<file path="src/rtl/sms_pkg.sv">
// sms_pkg: shared types and constants for the cartridge loader
package sms_pkg;
  localparam int BANK_BITS = 14;
  localparam int ADDR_W = 22;
  localparam int FIFO_W = ADDR_W + 8;
  typedef enum logic [1:0] {IDLE, LOAD, PAD, DONE} state_t;
  // Bank mask from the byte count: ceil(count/16 KB) banks, rounded up to 2^k-1.
  function automatic logic [7:0] calc_mask(input logic [22:0] e);
    logic [8:0] m;
    m = e[22:14] + {8'd0, |e[13:0]} - 9'd1;
    m = m | (m >> 1);
    m = m | (m >> 2);
    m = m | (m >> 4);
    m = m | (m >> 8);
    return e == '0 ? 8'h00 : m[8] ? 8'hFF : m[7:0];
  endfunction
endpackage

</file>
<file path="src/rtl/loader_fifo.sv">
// loader_fifo: two-entry buffer between the HPS byte strobe and the SDRAM handshake
module loader_fifo import sms_pkg::*; (
  input  logic              clk_sys,
  input  logic              reset,
  input  logic              flush,
  input  logic              push,
  input  logic              pop,
  input  logic [FIFO_W-1:0] din,
  output logic [FIFO_W-1:0] dout,
  output logic              full,
  output logic              empty
);
  logic [FIFO_W-1:0] mem [2];
  logic wp, rp;
  logic [1:0] cnt;
  logic do_push, do_pop;
  assign do_push = push && !full;
  assign do_pop = pop && !empty;
  assign full = cnt == 2'd2;
  assign empty = cnt == 2'd0;
  assign dout = mem[rp];
  // Pointers and occupancy; a flush drops entries but leaves stale data in place.
  always_ff @(posedge clk_sys)
    if (reset || flush) begin
      wp <= 1'b0;
      rp <= 1'b0;
      cnt <= 2'd0;
    end else begin
      if (do_push) mem[wp] <= din;
      wp <= wp ^ do_push;
      rp <= rp ^ do_pop;
      cnt <= cnt + {1'b0, do_push} - {1'b0, do_pop};
    end
endmodule

</file>
<file path="src/rtl/cart_loader.sv">
// cart_loader: streams a ROM download into SDRAM, pads to a 16 KB bank and derives the bank mask
module cart_loader import sms_pkg::*; #(
  parameter logic [7:0] PAD_BYTE = 8'hFF
) (
  input  logic              clk_sys,
  input  logic              reset,
  input  logic              ioctl_download,
  input  logic              ioctl_wr,
  input  logic [24:0]       ioctl_addr,
  input  logic [7:0]        ioctl_dout,
  output logic              ioctl_wait,
  output logic [ADDR_W-1:0] mem_addr,
  output logic [7:0]        mem_din,
  output logic              mem_req,
  input  logic              mem_ack,
  output logic [7:0]        cart_mask,
  output logic              busy,
  output logic              loaded,
  output logic              overflow
);
  state_t state, state_d;
  logic dl_q, rise, addr_ok, wr_ok, push, pop, full, empty, ack;
  logic [FIFO_W-1:0] head;
  logic [22:0] byte_end, wr_end;
  logic [ADDR_W-1:0] pad_ptr, pad_next;
  assign rise = ioctl_download && !dl_q;
  assign addr_ok = ioctl_addr[24:22] == 3'd0;
  assign wr_ok = state == LOAD && !rise && ioctl_wr;
  assign push = wr_ok && addr_ok && !full;
  assign ack = mem_req && mem_ack;
  assign pop = state == LOAD && ack;
  assign wr_end = {1'b0, ioctl_addr[ADDR_W-1:0]} + 23'd1;
  assign pad_next = pad_ptr + 22'd1;

  loader_fifo u_fifo (
    .clk_sys (clk_sys),
    .reset   (reset),
    .flush   (rise),
    .push    (push),
    .pop     (pop),
    .din     ({ioctl_addr[ADDR_W-1:0], ioctl_dout}),
    .dout    (head),
    .full    (full),
    .empty   (empty)
  );

  // State register; reset abandons any outstanding request immediately.
  always_ff @(posedge clk_sys)
    if (reset) state <= IDLE;
    else state <= state_d;

  // A new download always restarts; loading ends once the last byte has drained.
  always_comb
    state_d = rise ? LOAD
      : state == LOAD && !ioctl_download && empty && !mem_req ? (byte_end[BANK_BITS-1:0] == '0 ? DONE : PAD)
      : state == PAD && ack && pad_next[BANK_BITS-1:0] == '0 ? DONE
      : state;

  // Request side follows the FIFO head while loading and the fill pointer while padding.
  always_comb begin
    mem_req = state == PAD || (state == LOAD && !empty);
    mem_addr = state == PAD ? pad_ptr : mem_req ? head[FIFO_W-1:8] : '0;
    mem_din = state == PAD ? PAD_BYTE : mem_req ? head[7:0] : 8'h00;
    ioctl_wait = !empty;
    busy = state == LOAD || state == PAD;
    loaded = state == DONE;
  end

  // Byte count, fill pointer, error flag and bank mask.
  always_ff @(posedge clk_sys)
    if (reset) begin
      dl_q <= 1'b0;
      byte_end <= '0;
      pad_ptr <= '0;
      overflow <= 1'b0;
      cart_mask <= 8'h00;
    end else begin
      dl_q <= ioctl_download;
      if (rise) begin
        byte_end <= '0;
        overflow <= 1'b0;
      end else begin
        if (push && wr_end > byte_end) byte_end <= wr_end;
        if (wr_ok && (!addr_ok || full)) overflow <= 1'b1;
      end
      pad_ptr <= state_d == PAD && state != PAD ? byte_end[ADDR_W-1:0]
        : state == PAD && ack ? pad_next : pad_ptr;
      if (state_d == DONE && state != DONE) cart_mask <= calc_mask(byte_end);
    end
endmodule

</file>
<file path="config.mk">
export PLATFORM = sky130hd
export DESIGN_NAME = cart_loader
export DESIGN_NICKNAME = d
export VERILOG_FILES = /design/src/rtl/sms_pkg.sv /design/src/rtl/loader_fifo.sv /design/src/rtl/cart_loader.sv
export SDC_FILE = /design/constraint.sdc
export NUM_CORES = 1
export LEC_CHECK = 0
export CAP_MARGIN = 25
export CORE_MARGIN = 5
export CORE_UTILIZATION = 35
export DETAILED_ROUTE_END_ITERATION = 12
export DONT_BUFFER_PORTS = 1
export SLEW_MARGIN = 15
export SYNTH_ARGS = -nofsm -noshare
export SYNTH_HDL_FRONTEND = slang
export SYNTH_SLANG_ARGS = --single-unit
</file>
<file path="constraint.sdc">
create_clock -name clk_sys -period 4.1 [get_ports clk_sys]
set_input_delay 0.41 -clock clk_sys [delete_from_list [all_inputs] [get_ports clk_sys]]
set_output_delay 0.41 -clock clk_sys [all_outputs]
set_load 0.03 [all_outputs]
</file>
==> results.json <==
{
  "final_design_area_excluding_fillers_mm2": 0.00791,
  "cellLeakagePower_nw": 2.77,
  "initial_utilization": 0.358,
  "cp_data_required_time_ns": 4.44,
  "postSynth.asyncResetShare": 0,
  "sw_frac_of_total": 0.242,
  "gp_routability_congestion": 0.876,
  "cap_viol_max_count": 0,
  "final-max-slew-violation-count": 0,
  "worstMarginPinSlew_ns": 0.816,
  "critPathLaunchType": "flip-flop",
  "power.density_cell_area_mw_per_mm2": 360,
  "numClockSinks": 121,
  "clock_tree.buffer_depth": 2,
  "rsz0062_at_grt": "no",
  "synth_flop_cell": "sky130_fd_sc_hd__dfxtp_1",
  "cts_tree": "built",
  "final_layout_size_suffix_gt1_frac": 0.174,
  "inserted_diodes": 0,
  "timing.critical_path.fanout_max": 4,
  "placedInstanceArea_mm2": 0.00737,
  "dp_hpwl_um": 12400,
  "layout.cells.most_common_list": "sky130_fd_sc_hd__dfxtp_1 (60), sky130_fd_sc_hd__edfxtp_1 (60), sky130_fd_sc_hd__nor3_1 (52), sky130_fd_sc_hd__nand2_1 (48), sky130_fd_sc_hd__nor2_1 (48)",
  "irDropWorstVdd_v": 0.000267,
  "holdPathStages": 1,
  "postSynthCellCount": 699,
  "clk_latency_ns": 0.42,
  "syn2layout_area_growth_pct": 12.7,
  "cts_root_buf": "sky130_fd_sc_hd__clkbuf_16",
  "post-route-period-util": 0.834,
  "critical_path.reg2reg.startpoint": "byte_end[1]$_SDFFE_PP0P_",
  "antenna_found_initial": 0,
  "worst-endpoint-arrival_ns": 3.76,
  "finalWirelength_um": 17400,
  "drt_first_pass_iters": 4,
  "setup_viol": 0,
  "dr_total_vias": 5118,
  "post-cts-setup-buffers": 0,
  "dieWidth_um": 152,
  "timing.max_slew.rel_slack": 0.456,
  "first_global_vias": 5175,
  "power.share.combinational": 0.069,
  "cpMaxStageDelayCell": "sky130_fd_sc_hd__or4_1",
  "grt_pass1_wl_um": 27900,
  "largest_net_degree_at_the_start_of_global_routing": 55,
  "core.rowCount": 51,
  "worstSetupEndpointType": "flip-flop",
  "finalHoldViolCount": 0,
  "fillCellCount": 1902,
  "post_synth_num_cell_types": 70,
  "nets": 783,
  "crit_chain": "or4_1 > nor4_2 > buf_4 > ha_1 > ha_1 > nor3b_1 > or2_2 > a311o_1 > a21oi_2 > and2_2 > and2b_4 > a31o_2 > mux2i_1",
  "fin_crit_ns": 3.42,
  "htree_num_levels": 4,
  "total_power_consumption_mw": 2.85,
  "final_antenna_net_count": 0,
  "worst_reg2reg_path_depth": 13,
  "die_area_mm2": 0.0230,
  "average_cell_area_after_synthesis_um2": 10.0,
  "timing_worst_setup_path_type": "flip-flop to flip-flop",
  "cellInternalPower_mw": 2.16,
  "worst_setup_hold_path_clk_slew_ns": 0.06,
  "hold_ws_ns": 0.0596,
  "yosysWarnings": 0,
  "initialDrtViolationCount": 268,
  "detail_route.vias_per_cell": 5.17,
  "run_status": "complete, no violations",
  "path_common_cell": "sky130_fd_sc_hd__ha_1",
  "drcViolationCount": 0,
  "cts_buffers": 17,
  "globalRoute.totalOverflow": 0,
  "fin_tns_setup_ns": 0,
  "routed_wire_length_per_instance_um": 17.6,
  "power.sequential.fraction": 0.464,
  "multiInputGateArea_mm2": 0.00362,
  "die_h_um": 152,
  "portBuffers": 0,
  "setup.reg_to_reg.worst_slack_ns": 0.68,
  "synth_fp_nets": 770,
  "io_pins": 81,
  "regArea_mm2": 0.00302,
  "netsw_uw": 691,
  "ctsHoldBuffers": 0,
  "holdPathEnd": "pad_ptr[16]$_SDFFE_PP0P_",
  "timing.critical_path.max_delay_family": "simple AND/OR/NAND/NOR gates",
  "fmaxAchievable_mhz": 293,
  "postCtsResizedCells": 0,
  "sequential_share_of_the_synthesized_area": 0.431,
  "core_area_mm2": 0.0196,
  "timing.hold.worst.start": "reset",
  "yosys_register_bits": 121,
  "track_usage": 0.158,
  "syn_area_mm2": 0.00702,
  "worst_clock_skew_ns": 0.0115,
  "clock_power_share": 0.468,
  "hold_path.class": "input pin to flip-flop",
  "synth_enable_flop_cells": 60,
  "max_stage_delay_ns": 0.53,
  "number_of_buffer_and_inverter_instances_along_the_worst_setup_path": 1,
  "regToRegEndpoint": "cart_mask[0]$_SDFFE_PP0P_"
}
==> power groups by stage <==
stage,combinational [mW],sequential [mW],clock (mW)
3_3_place_gp,0.195,1.35,0
6_report,0.196,1.32,1.33
5_1_grt,0.219,1.32,1.41
3_5_place_dp,0.196,1.35,0
2_1_floorplan,0.184,1.33,0
4_1_cts,0.197,1.32,1.36
==> synthesized netlist by cell type (7+ instances only) <==
cell type,number,share of area
sky130_fd_sc_hd__a211oi_2,19,0.034
sky130_fd_sc_hd__a21oi_1,28,0.020
sky130_fd_sc_hd__a31oi_1,8,0.0071
sky130_fd_sc_hd__and3_1,11,0.0098
sky130_fd_sc_hd__buf_2,8,0.0057
sky130_fd_sc_hd__buf_4,7,0.0075
sky130_fd_sc_hd__clkbuf_1,20,0.011
sky130_fd_sc_hd__dfxtp_1,61,0.17
sky130_fd_sc_hd__edfxtp_1,60,0.26
sky130_fd_sc_hd__ha_1,33,0.059
sky130_fd_sc_hd__inv_1,32,0.017
sky130_fd_sc_hd__mux2i_1,35,0.050
sky130_fd_sc_hd__nand2_1,48,0.026
sky130_fd_sc_hd__nand2b_1,8,0.0071
sky130_fd_sc_hd__nand3_1,25,0.018
sky130_fd_sc_hd__nand4_1,11,0.0098
sky130_fd_sc_hd__nor2_1,48,0.026
sky130_fd_sc_hd__nor3_1,53,0.038
sky130_fd_sc_hd__o21ai_0,10,0.0071
sky130_fd_sc_hd__o21bai_1,8,0.0086
sky130_fd_sc_hd__o31ai_1,25,0.027
sky130_fd_sc_hd__xnor2_1,27,0.034
sky130_fd_sc_hd__xor2_1,24,0.030
==> metal layers <==
layer | vias up | routed length (um) | track usage
li1 | 2571 | - | -
met4 | 0 | 266 | 0.0517
met1 | 2407 | 7970 | 0.203
met5 | - | 0 | 0
met3 | 21 | 1060 | 0.0458
met2 | 119 | 8080 | 0.255
==> registers in the layout (all words and copies together), names as in the netlist <==
name,flops
u_fifo.mem,60
byte_end,23
pad_ptr,22
cart_mask,8
state,2
u_fifo.cnt,2
dl_q,1
overflow,1
u_fifo.rp,1
u_fifo.wp,1
==> metrics by stage <==
step,util,std cells,setup slack (ns)
2_1_floorplan,-,699,0.321
3_3_place_gp,0.376,957,0.534
3_5_place_dp,0.376,957,0.482
4_1_cts,0.403,989,0.700
5_1_grt,0.404,990,0.452
6_report,0.404,990,0.682
==> layout make-up <==
type                    instances  share of cell area
clock inverters                12             0.00965
clock buffers                  20              0.0569
inverters                      32              0.0152
repair buffers                 38              0.0370
flip-flops and latches        121               0.382
well taps                     265              0.0419
multi-input cells             502               0.457
==> cells by family (layout without fill, tap and decap cells) <==
family                     Yosys count  in the layout  synth area share
AOI/OAI and AO/OA                  126            126             0.139
and+or+nand+nor                    252            252             0.192
muxes                               40             40            0.0606
xor gates and xnor gates            51             51            0.0636
DFF                                121            121             0.431
buffers and inverters               76            102            0.0551
adders and majority gates           33             33            0.0588
==> worst max-delay path by stage <==
stage / depth (start not counted) / end / slack [ns] / from
6_report: 13 / cart_mask[0]$_SDFFE_PP0P_ / 0.68 / byte_end[1]$_SDFFE_PP0P_
4_1_cts: 13 / cart_mask[0]$_SDFFE_PP0P_ / 0.70 / byte_end[0]$_SDFFE_PP0P_
2_1_floorplan: 3 / u_fifo.mem[0][0]$_DFFE_PP_ / 0.32 / ioctl_addr[23]
5_1_grt: 13 / cart_mask[0]$_SDFFE_PP0P_ / 0.45 / byte_end[0]$_SDFFE_PP0P_
3_5_place_dp: 12 / byte_end[22]$_SDFFE_PP0P_ / 0.48 / ioctl_addr[3]
3_3_place_gp: 15 / byte_end[8]$_SDFFE_PP0P_ / 0.53 / ioctl_addr[3]
Note: power is estimated with default switching activity, not from simulation.
